### config.mk
export PLATFORM = sky130hd
export DESIGN_NAME = display_arbiter
export DESIGN_NICKNAME = d
export VERILOG_FILES = /design/src/rtl/display_arbiter.sv
export SDC_FILE = /design/constraint.sdc
export NUM_CORES = 1
export LEC_CHECK = 0
export BUFFER_PORTS_ARGS = -buffer_cell sky130_fd_sc_hd__buf_2
export CORE_UTILIZATION = 33
export CTS_BUF_LIST = sky130_fd_sc_hd__clkbuf_8
export DETAILED_ROUTE_END_ITERATION = 8
export MAX_ROUTING_LAYER = met4
export PLACE_DENSITY = 0.46
export SLEW_MARGIN = 10
export SYNTH_ARGS = -nofsm -noshare
export SYNTH_HDL_FRONTEND = slang
export SYNTH_SLANG_ARGS = --single-unit
### constraint.sdc
create_clock -name i_clk -period 8.9 [get_ports i_clk]
set_clock_uncertainty 0.2 [all_clocks]
set_input_delay 0.445 -clock i_clk [delete_from_list [all_inputs] [get_ports i_clk]]
set_output_delay 0.445 -clock i_clk [all_outputs]
set_load 0.02 [all_outputs]
### src/rtl/display_arbiter.sv
// rtl/display_arbiter.sv - round-robin display-source arbiter with hold timer; manual override under DISPLAY_ARBITER_MANUAL_EN
// A granted source keeps the display until its hold timer expires; other sources wait in pending bits.
module display_arbiter #(
   parameter int HOLD_CYCLES = 50000000
) (
   input  logic       i_clk,
   input  logic       i_reset,
   input  logic [2:0] i_req,
   input  logic       i_manual_en,
   input  logic [1:0] i_manual_sel,
   output logic [1:0] o_sel,
   output logic [2:0] o_grant,
   output logic       o_switch
);

   localparam int CW = $clog2(HOLD_CYCLES);
   localparam logic [CW-1:0] RELOAD = CW'(HOLD_CYCLES - 1);

`ifdef DISPLAY_ARBITER_MANUAL_EN
   typedef enum logic [1:0] {IDLE, HOLD, MANUAL} state_t;
`else
   typedef enum logic [1:0] {IDLE, HOLD} state_t;
`endif

   state_t        state, state_d;
   logic [CW-1:0] cnt, cnt_d;
   logic [2:0]    pending, pending_d;
   logic [1:0]    rr_ptr, rr_ptr_d;   // index of last granted source: 0 NES, 1 PS2, 2 VCR
   logic [1:0]    sel_d;
   logic [2:0]    cand, others, win;
   logic          unused_manual;

   assign unused_manual = ^{i_manual_en, i_manual_sel};

   // First candidate after the last granted source in NES->PS2->VCR order, one-hot.
   function automatic logic [2:0] rr_pick(input logic [1:0] last, input logic [2:0] c);
      logic [2:0] w;
      case (last)
         2'd0:    w = c[1] ? 3'b010 : c[2] ? 3'b100 : c[0] ? 3'b001 : 3'b000;
         2'd1:    w = c[2] ? 3'b100 : c[0] ? 3'b001 : c[1] ? 3'b010 : 3'b000;
         default: w = c[0] ? 3'b001 : c[1] ? 3'b010 : c[2] ? 3'b100 : 3'b000;
      endcase
      return w;
   endfunction

   function automatic logic [1:0] oh2sel(input logic [2:0] oh);
      logic [1:0] s;
      case (oh)
         3'b001:  s = 2'b01;
         3'b010:  s = 2'b10;
         3'b100:  s = 2'b11;
         default: s = 2'b00;
      endcase
      return s;
   endfunction

   function automatic logic [2:0] sel2oh(input logic [1:0] s);
      logic [2:0] oh;
      case (s)
         2'b01:   oh = 3'b001;
         2'b10:   oh = 3'b010;
         2'b11:   oh = 3'b100;
         default: oh = 3'b000;
      endcase
      return oh;
   endfunction

   always_comb begin
      state_d   = state;
      cnt_d     = cnt;
      pending_d = pending;
      rr_ptr_d  = rr_ptr;
      sel_d     = o_sel;
      cand      = pending | i_req;
      others    = cand & ~o_grant;
      win       = 3'b000;

      case (state)
         IDLE: begin
            sel_d = 2'b00;
            win   = rr_pick(rr_ptr, cand);
            if (win != 3'b000) begin
               state_d   = HOLD;
               sel_d     = oh2sel(win);
               rr_ptr_d  = oh2sel(win) - 2'd1;
               cnt_d     = RELOAD;
               pending_d = cand & ~win;
            end
         end
         HOLD: begin
            if (cnt != '0) begin
               pending_d = others;
               // A waiting source blocks retrigger reloads so it cannot be starved.
               if (((i_req & o_grant) != 3'b000) && (others == 3'b000))
                  cnt_d = RELOAD;
               else
                  cnt_d = cnt - CW'(1);
            end else if (others != 3'b000) begin
               win       = rr_pick(rr_ptr, others);
               sel_d     = oh2sel(win);
               rr_ptr_d  = oh2sel(win) - 2'd1;
               cnt_d     = RELOAD;
               pending_d = others & ~win;
            end else if ((i_req & o_grant) != 3'b000) begin
               cnt_d = RELOAD;
            end else begin
               state_d = IDLE;
               sel_d   = 2'b00;
            end
         end
`ifdef DISPLAY_ARBITER_MANUAL_EN
         MANUAL: begin
            state_d   = IDLE;
            sel_d     = 2'b00;
            pending_d = 3'b000;
         end
`endif
         default: begin
            state_d = IDLE;
            sel_d   = 2'b00;
         end
      endcase

`ifdef DISPLAY_ARBITER_MANUAL_EN
      if (i_manual_en) begin
         state_d   = MANUAL;
         sel_d     = i_manual_sel;
         pending_d = 3'b000;
         cnt_d     = cnt;
         rr_ptr_d  = rr_ptr;
      end
`endif
   end

   always_ff @(posedge i_clk or posedge i_reset) begin
      if (i_reset) begin
         state    <= IDLE;
         cnt      <= '0;
         pending  <= 3'b000;
         rr_ptr   <= 2'd2;
         o_sel    <= 2'b00;
         o_grant  <= 3'b000;
         o_switch <= 1'b0;
      end else begin
         state    <= state_d;
         cnt      <= cnt_d;
         pending  <= pending_d;
         rr_ptr   <= rr_ptr_d;
         o_sel    <= sel_d;
         o_grant  <= sel2oh(sel_d);
         o_switch <= (sel_d != o_sel);
      end
   end

endmodule

==> impl_metrics.yaml, run 1 <==
worst_setup_path:
  crit_family: "simple AND/OR/NAND/NOR gates"
  cp_slowest_cell: "or4_4"
  cp_num_cells: 6
  cp_cell_sequence: "or4_4 -> or4_4 -> or3_1 -> o21a_1 -> a21o_1 -> o311ai_0"
  endpoint_kind: "flip-flop"
  critPathArrivalTime_ns: 3.26
  crit_buf_inv: 0
  cp_slowest_stage_delay_ns: 0.59
  cp_max_fo: 18
  start_kind: "flip-flop"
  timing_worst_setup_path_type: "reg2reg"
  r2r_cells: 6
  crit_top_cell: "or4_4"
  cp_data_required_time_ns: 8.88
synthesis:
  synth_top_area_share: 0.4113
  synth_edf_count: 0
  synthTopCellsByCount: "dfrtp_1 (37), nor2_1 (32), xnor2_1 (17)"
  syn_area_mm2: 0.002251
  yosys_most_used_dff: "dfrtp_1"
  synth.yosys.seq_area_share: 0.4230
  yosysUniqueCellTypes: 55
  syn_nets: 255
  synth.avg_cell_area_um2: 9.150
  synthCells: 246
  ys_seq_elements: 38
  ys_async_sr_fraction: 1.000
  synth_warnings: 0
  yosysMostFrequentCell: "dfrtp_1"
  synth.area.top_cells: "dfrtp_1 (41%), xnor2_1 (6.6%), nor2_1 (5.3%)"
  yosysTopAreaCell: "dfrtp_1"
cts:
  htree_levels: 2
  max-clock-path-buffers: 2
  clkTransAtPathRegs_ns: 0.08
  cts_hold_buf: 0
  cts-root-buf: "clkbuf_8"
  cts_made_buffers: 5
  clock_sinks: 38
  tritoncts: "done"
  cts_setup_buffers: 0
  cts_resized: 0
  clkLatencyLatePin_ns: 0.30
pwr:
  power.density_mw_per_mm2: 185.7
  total_power_uw: 460.4
  vdd_ir_drop_max_mv: 0.08669
  p_leak_uw: 0.0009533
grt:
  grt_antenna_before_repair: 0
  grt_pass1_vias: 1897
  met1_usage: 0.2300
  top_usage_layer: "met2"
  grt_util_met2: 0.2639
  grt_max_degree: 39
  grt_usage: 0.1730
  grt-ovfl-total: 0
  grt_use_met3: 0.03245
  grt_first_pass_wirelength_um: 9432
placement:
  io_buffers: 10
  gp_congestion: 0.8620
  post-place-ws_ns: 5.591
  placed_cells: 327
  hpwl_um: 3755
die:
  floorplan.rows: 29
  dieArea_mm2: 0.007155
  die_h_um: 84.59
  initial_utilization: 0.3485
  ios: 14
  die_w_um: 84.59
  core_mm2: 0.006459
final_layout:
  area_delta_synth_final_pct: 10.17
  drive_above_1_share: 0.1395
  antenna_cells: 0
  nets: 266
  utilization: 0.3840
  final-instance-count-excl-fill: 335
  nFillCells: 655
worst_hold_path:
  hp-class: "in2async"
sta:
  hold_violations: 0
  worst_pin_slew_ns: 1.161
  min_period_over_period: 0.3688
  max_freq_ghz: 0.3047
  period_needed_ns: 3.282
  slew_viol_final: 0
  finalSetupTns_ns: 0
  rsz0062_at_grt: "false"
  setup_viol: 0
  maxSlewHeadroom: 0.2257
  fin_ws_ns: 5.618
route:
  drt_iter0_markers: 172
  ant_nets: 0
  wl_per_cell_um: 16.08
  post_drt_via_cell_ratio: 5.663
  wirelength_um: 5387
  drt_pass1_iterations: 4
  vias: 1897
  drc: 0
run_status:
  outcome: "finished clean"
run:
  drv_cap: 0
## worst paths after layout
check                             end  startpoint  slack (ns)
max                            cnt[1]     cnt[16]        5.62
max in group asynchronous   rr_ptr[1]     i_reset        8.08
min in group i_clk         pending[2]    i_req[2]        0.27
max reg2reg                    cnt[1]     cnt[16]        5.62
min reg2reg                    cnt[4]      cnt[4]        0.33
min                          o_sel[0]     i_reset        0.06
## through the flow
stage,hold WS (ns),cell area (um2)
after floorplan,0.2877,2251
after global placement,0.3145,2371
after detailed placement,0.3116,2371
after CTS,0.08035,2480
after global routing,0.1059,2480
final,0.05567,2480
## logic make-up after synthesis
| logic type | count (synthesis) | synth area share |
|---|---|---|
| AO/OA/AOI/OAI | 57 | 0.1834 |
| XOR/XNOR | 20 | 0.07782 |
| buffers and inverters | 17 | 0.03335 |
| flip-flops | 38 | 0.4230 |
| adder cells (fa/ha/maj) | 1 | 0.005558 |
| AND/OR/NAND/NOR | 109 | 0.2546 |
| multiplexers | 4 | 0.02224 |
## power breakdown
| part | switching (uW) | leakage, uW | total, uW | internal [uW] |
|---|---|---|---|---|
| Clock | 65.5 | 0.0000579 | 148 | 82.6 |
| Combinational | 52.3 | 0.000472 | 94.5 | 42.2 |
| Sequential | 24.3 | 0.000423 | 218 | 193 |
## cells in the final DEF (no fill, tap or decap), types with 2 or more instances in the layout
cell / instances
dfrtp_1: 37
nor2_1: 32
xnor2_1: 17
nand2_1: 16
o21ai_0: 12
nor3_1: 10
nor4_1: 10
buf_2: 10
inv_1: 9
nand3_1: 8
a21oi_1: 6
or3_1: 5
clkbuf_8: 5
or4_1: 4
nand4_1: 4
o31ai_1: 4
o311ai_0: 4
a211oi_1: 4
o21bai_1: 3
o21ba_2: 3
o211ai_1: 3
or2_2: 3
xor2_1: 3
or4_4: 2
and3_1: 2
and2_1: 2
a21o_1: 2
o21a_1: 2
nand2b_1: 2
a2bb2oi_1: 2
mux2i_1: 2
mux2_4: 2
o41ai_1: 2
clkinv_2: 2
buf_4: 2
## registers in the layout, summed over array words and instances, names as in the netlist
signal    count
cnt          26
o_grant       3
o_sel         2
o_switch      1
pending       3
rr_ptr        2
state         1
## layout make-up
type                    instances  area, um2  share of cell area
clock inverters                 3      40.04             0.01615
multi-input cells             191       1224              0.4934
clock buffers                   5      68.82             0.02775
flip-flops and latches         38      952.2              0.3840
repair buffers                 12      65.06             0.02624
well taps                      77      96.34             0.03885
inverters                       9      33.78             0.01362
## layer usage
| layer | wire length [um] | share of wire |
|---|---|---|
| met1 | 2737 | 0.51 |
| met2 | 2376 | 0.44 |
| met3 | 196 | 0.036 |
| met4 | 76 | 0.014 |
| met5 | 0 | 0 |
## worst min-delay path: stages
cell   delay, ns
buf_2       0.09
inv_1       0.04
buf_4       0.42
(Power assumes the default switching activity.)
==> run 2, diff against run 1 <==
--- a/config.mk
+++ b/config.mk
@@ -10,7 +10,7 @@
 export CTS_BUF_LIST = sky130_fd_sc_hd__clkbuf_8
 export DETAILED_ROUTE_END_ITERATION = 8
 export MAX_ROUTING_LAYER = met4
-export PLACE_DENSITY = 0.46
+export PLACE_DENSITY = 0.47
 export SLEW_MARGIN = 10
 export SYNTH_ARGS = -nofsm -noshare
 export SYNTH_HDL_FRONTEND = slang
==> constraint.sdc (replaced) <==
create_clock -name i_clk -period 2.7 [get_ports i_clk]
set_clock_uncertainty 0.2 [all_clocks]
set_input_delay 0.135 -clock i_clk [delete_from_list [all_inputs] [get_ports i_clk]]
set_output_delay 0.135 -clock i_clk [all_outputs]
set_load 0.02 [all_outputs]
==> impl_metrics.yaml, run 2 (synthesis results as in run 1) <==
worst_hold_path:
  hold_depth: 5
  hp-class: "in2reg"
  worstHoldStart: "i_req[0]"
  hold_end: "pending[1]"
die:
  die_h_um: 84.59
  initial_utilization: 0.3485
  ios: 14
  die_w_um: 84.59
  floorplan.rows: 29
  dieArea_mm2: 0.007155
  core_mm2: 0.006459
final_layout:
  nFillCells: 619
  final-instance-count-excl-fill: 379
  final_cell_mix: "dfrtp_1 (37), buf_4 (35), nor2_1 (28)"
  design_area_mm2: 0.003065
  antenna_cells: 0
  top_regs: "cnt: 26 flops, o_grant: 3 flops, pending: 3 flops"
  area_delta_synth_final_pct: 36.19
  regMostFlops: "cnt"
  drive_above_1_share: 0.3510
  largest_reg_flops: 26
  final_common_cell: "dfrtp_1"
  nets: 310
worst_setup_path:
  crit_family: "simple AND/OR/NAND/NOR gates"
  rrSetupSlack_ns: -0.19
  cp_cell_sequence: "or4_4 -> or4_4 -> or3_4 -> o21a_4 -> or2_4 -> mux2_4"
  cp_max_fo: 4
  crit_top_cell: "or4_4"
  reg2reg_to: "rr_ptr[0]"
  endpoint_kind: "flip-flop"
  r2r-start: "cnt[17]"
  timing_worst_setup_path_type: "reg2reg"
  critPathLaunch: "cnt[17]"
  cp_slowest_stage_delay_ns: 0.52
  cp_data_required_time_ns: 2.67
  cp_slowest_cell: "or4_4"
  r2r_cells: 6
  crit_buf_inv: 0
  critPathArrivalTime_ns: 2.86
  start_kind: "flip-flop"
cts:
  cts_made_buffers: 5
  clkLatencyLatePin_ns: 0.29
  clkTransAtPathRegs_ns: 0.08
  clock_sinks: 38
  cts-root-buf: "clkbuf_8"
  htree_levels: 2
  max-clock-path-buffers: 2
  tritoncts: "done"
sta:
  fin_ws_ns: -0.1940
  setup_viol: 34
  hold_violations: 0
  rsz0062_at_grt: "true"
  max_freq_ghz: 0.3455
  maxSlewHeadroom: 0.5137
  worst_pin_slew_ns: 0.7272
  min_period_over_period: 1.072
  slew_viol_final: 0
  period_needed_ns: 2.894
pwr:
  vdd_ir_drop_max_mv: 0.3088
  power.density_mw_per_mm2: 500.0
  total_power_uw: 1533
  p_leak_uw: 0.001212
route:
  wl_per_cell_um: 15.99
  post_drt_via_cell_ratio: 5.507
  drc: 0
  drt_pass1_iterations: 4
  drt_iter0_markers: 143
  vias: 2087
  wirelength_um: 6061
  ant_nets: 0
placement:
  placed_cells: 359
  io_buffers: 10
  placed_cell_area_mm2: 0.002650
  gp_congestion: 0.8425
  hpwl_um: 3905
grt:
  grt_usage: 0.1862
  grt_pass1_vias: 2019
  grt_first_pass_wirelength_um: 10180
  grt_max_degree: 39
  grt_antenna_before_repair: 0
  grt-ovfl-total: 0
run_status:
  outcome: "complete, but fails checks"
  violations: "setup timing"
run:
  drv_cap: 0
## run 2: cell types whose count changed in the layout (fill, tap and decap cells not counted), moves of 4 or more
cell | before | now
buf_6 | 0 | 6
nor4_1 | 10 | 6
o311ai_0 | 4 | 0
buf_4 | 2 | 35
nor2_1 | 32 | 28
## run 2: worst max path at each step
stage | endpoint | cells after the start
finish | rr_ptr[0] | 6
global route | cnt[9] | 6
CTS | pending[2] | 6
detailed placement | cnt[9] | 6
global placement | rr_ptr[0] | 6
floorplan | rr_ptr[0] | 7
## run 2: layout make-up
cell class	instances	area, um2	area share
multi-input combinational	191	1446	0.4718
sequential	38	952.2	0.3106
timing repair buffer	56	445.4	0.1453
tap	77	96.34	0.03143
clock buffer	6	82.58	0.02694
inverter	9	33.78	0.01102
clock inverter	2	8.758	0.002857
## run 2: where the power goes
part	leakage [uW]	switching [uW]	internal, uW
Clock	0.0000524	201	202
Combinational	0.000737	204	207
Sequential	0.000423	79.7	638
Total	0.00121	485	1050
## run 2: stage by stage
stage / setup TNS (ns) / hold slack, ns / util / worst slack (ns)
after floorplan: -2.416 / 0.07467 / - / -0.2261
after global placement: -4.074 / 0.08380 / 0.4103 / -0.2323
after detailed placement: -4.473 / 0.08879 / 0.4103 / -0.2589
after CTS: -2.661 / 0.1602 / 0.4485 / -0.1867
after global routing: -5.737 / 0.2498 / 0.4746 / -0.2475
final: -2.958 / 0.1655 / 0.4746 / -0.1940
## run 2: timing repair
item                       4_1_cts  5_1_grt
resized for setup               17       29
cloned                           3        0
buffers inserted                 5        2
hold endpoints to repair        39        0
setup endpoints to repair       35       37
pin swaps                        8        7
hold buffers                     2        0
## run 2: routing by layer
metal	GRT usage	vias up	routed length, um
met3	0.03638	8	189
met4	0.04931	0	89
met2	0.2853	41	2797
met1	0.2523	1019	2984
met5	-	-	0
li1	-	1019	-
## run 2: worst register-to-register path, stage by stage, from the launching register on
cell	delay [ns]
dfrtp_1	0.40
or4_4	0.52
or4_4	0.52
or3_4	0.38
o21a_4	0.22
or2_4	0.24
mux2_4	0.29
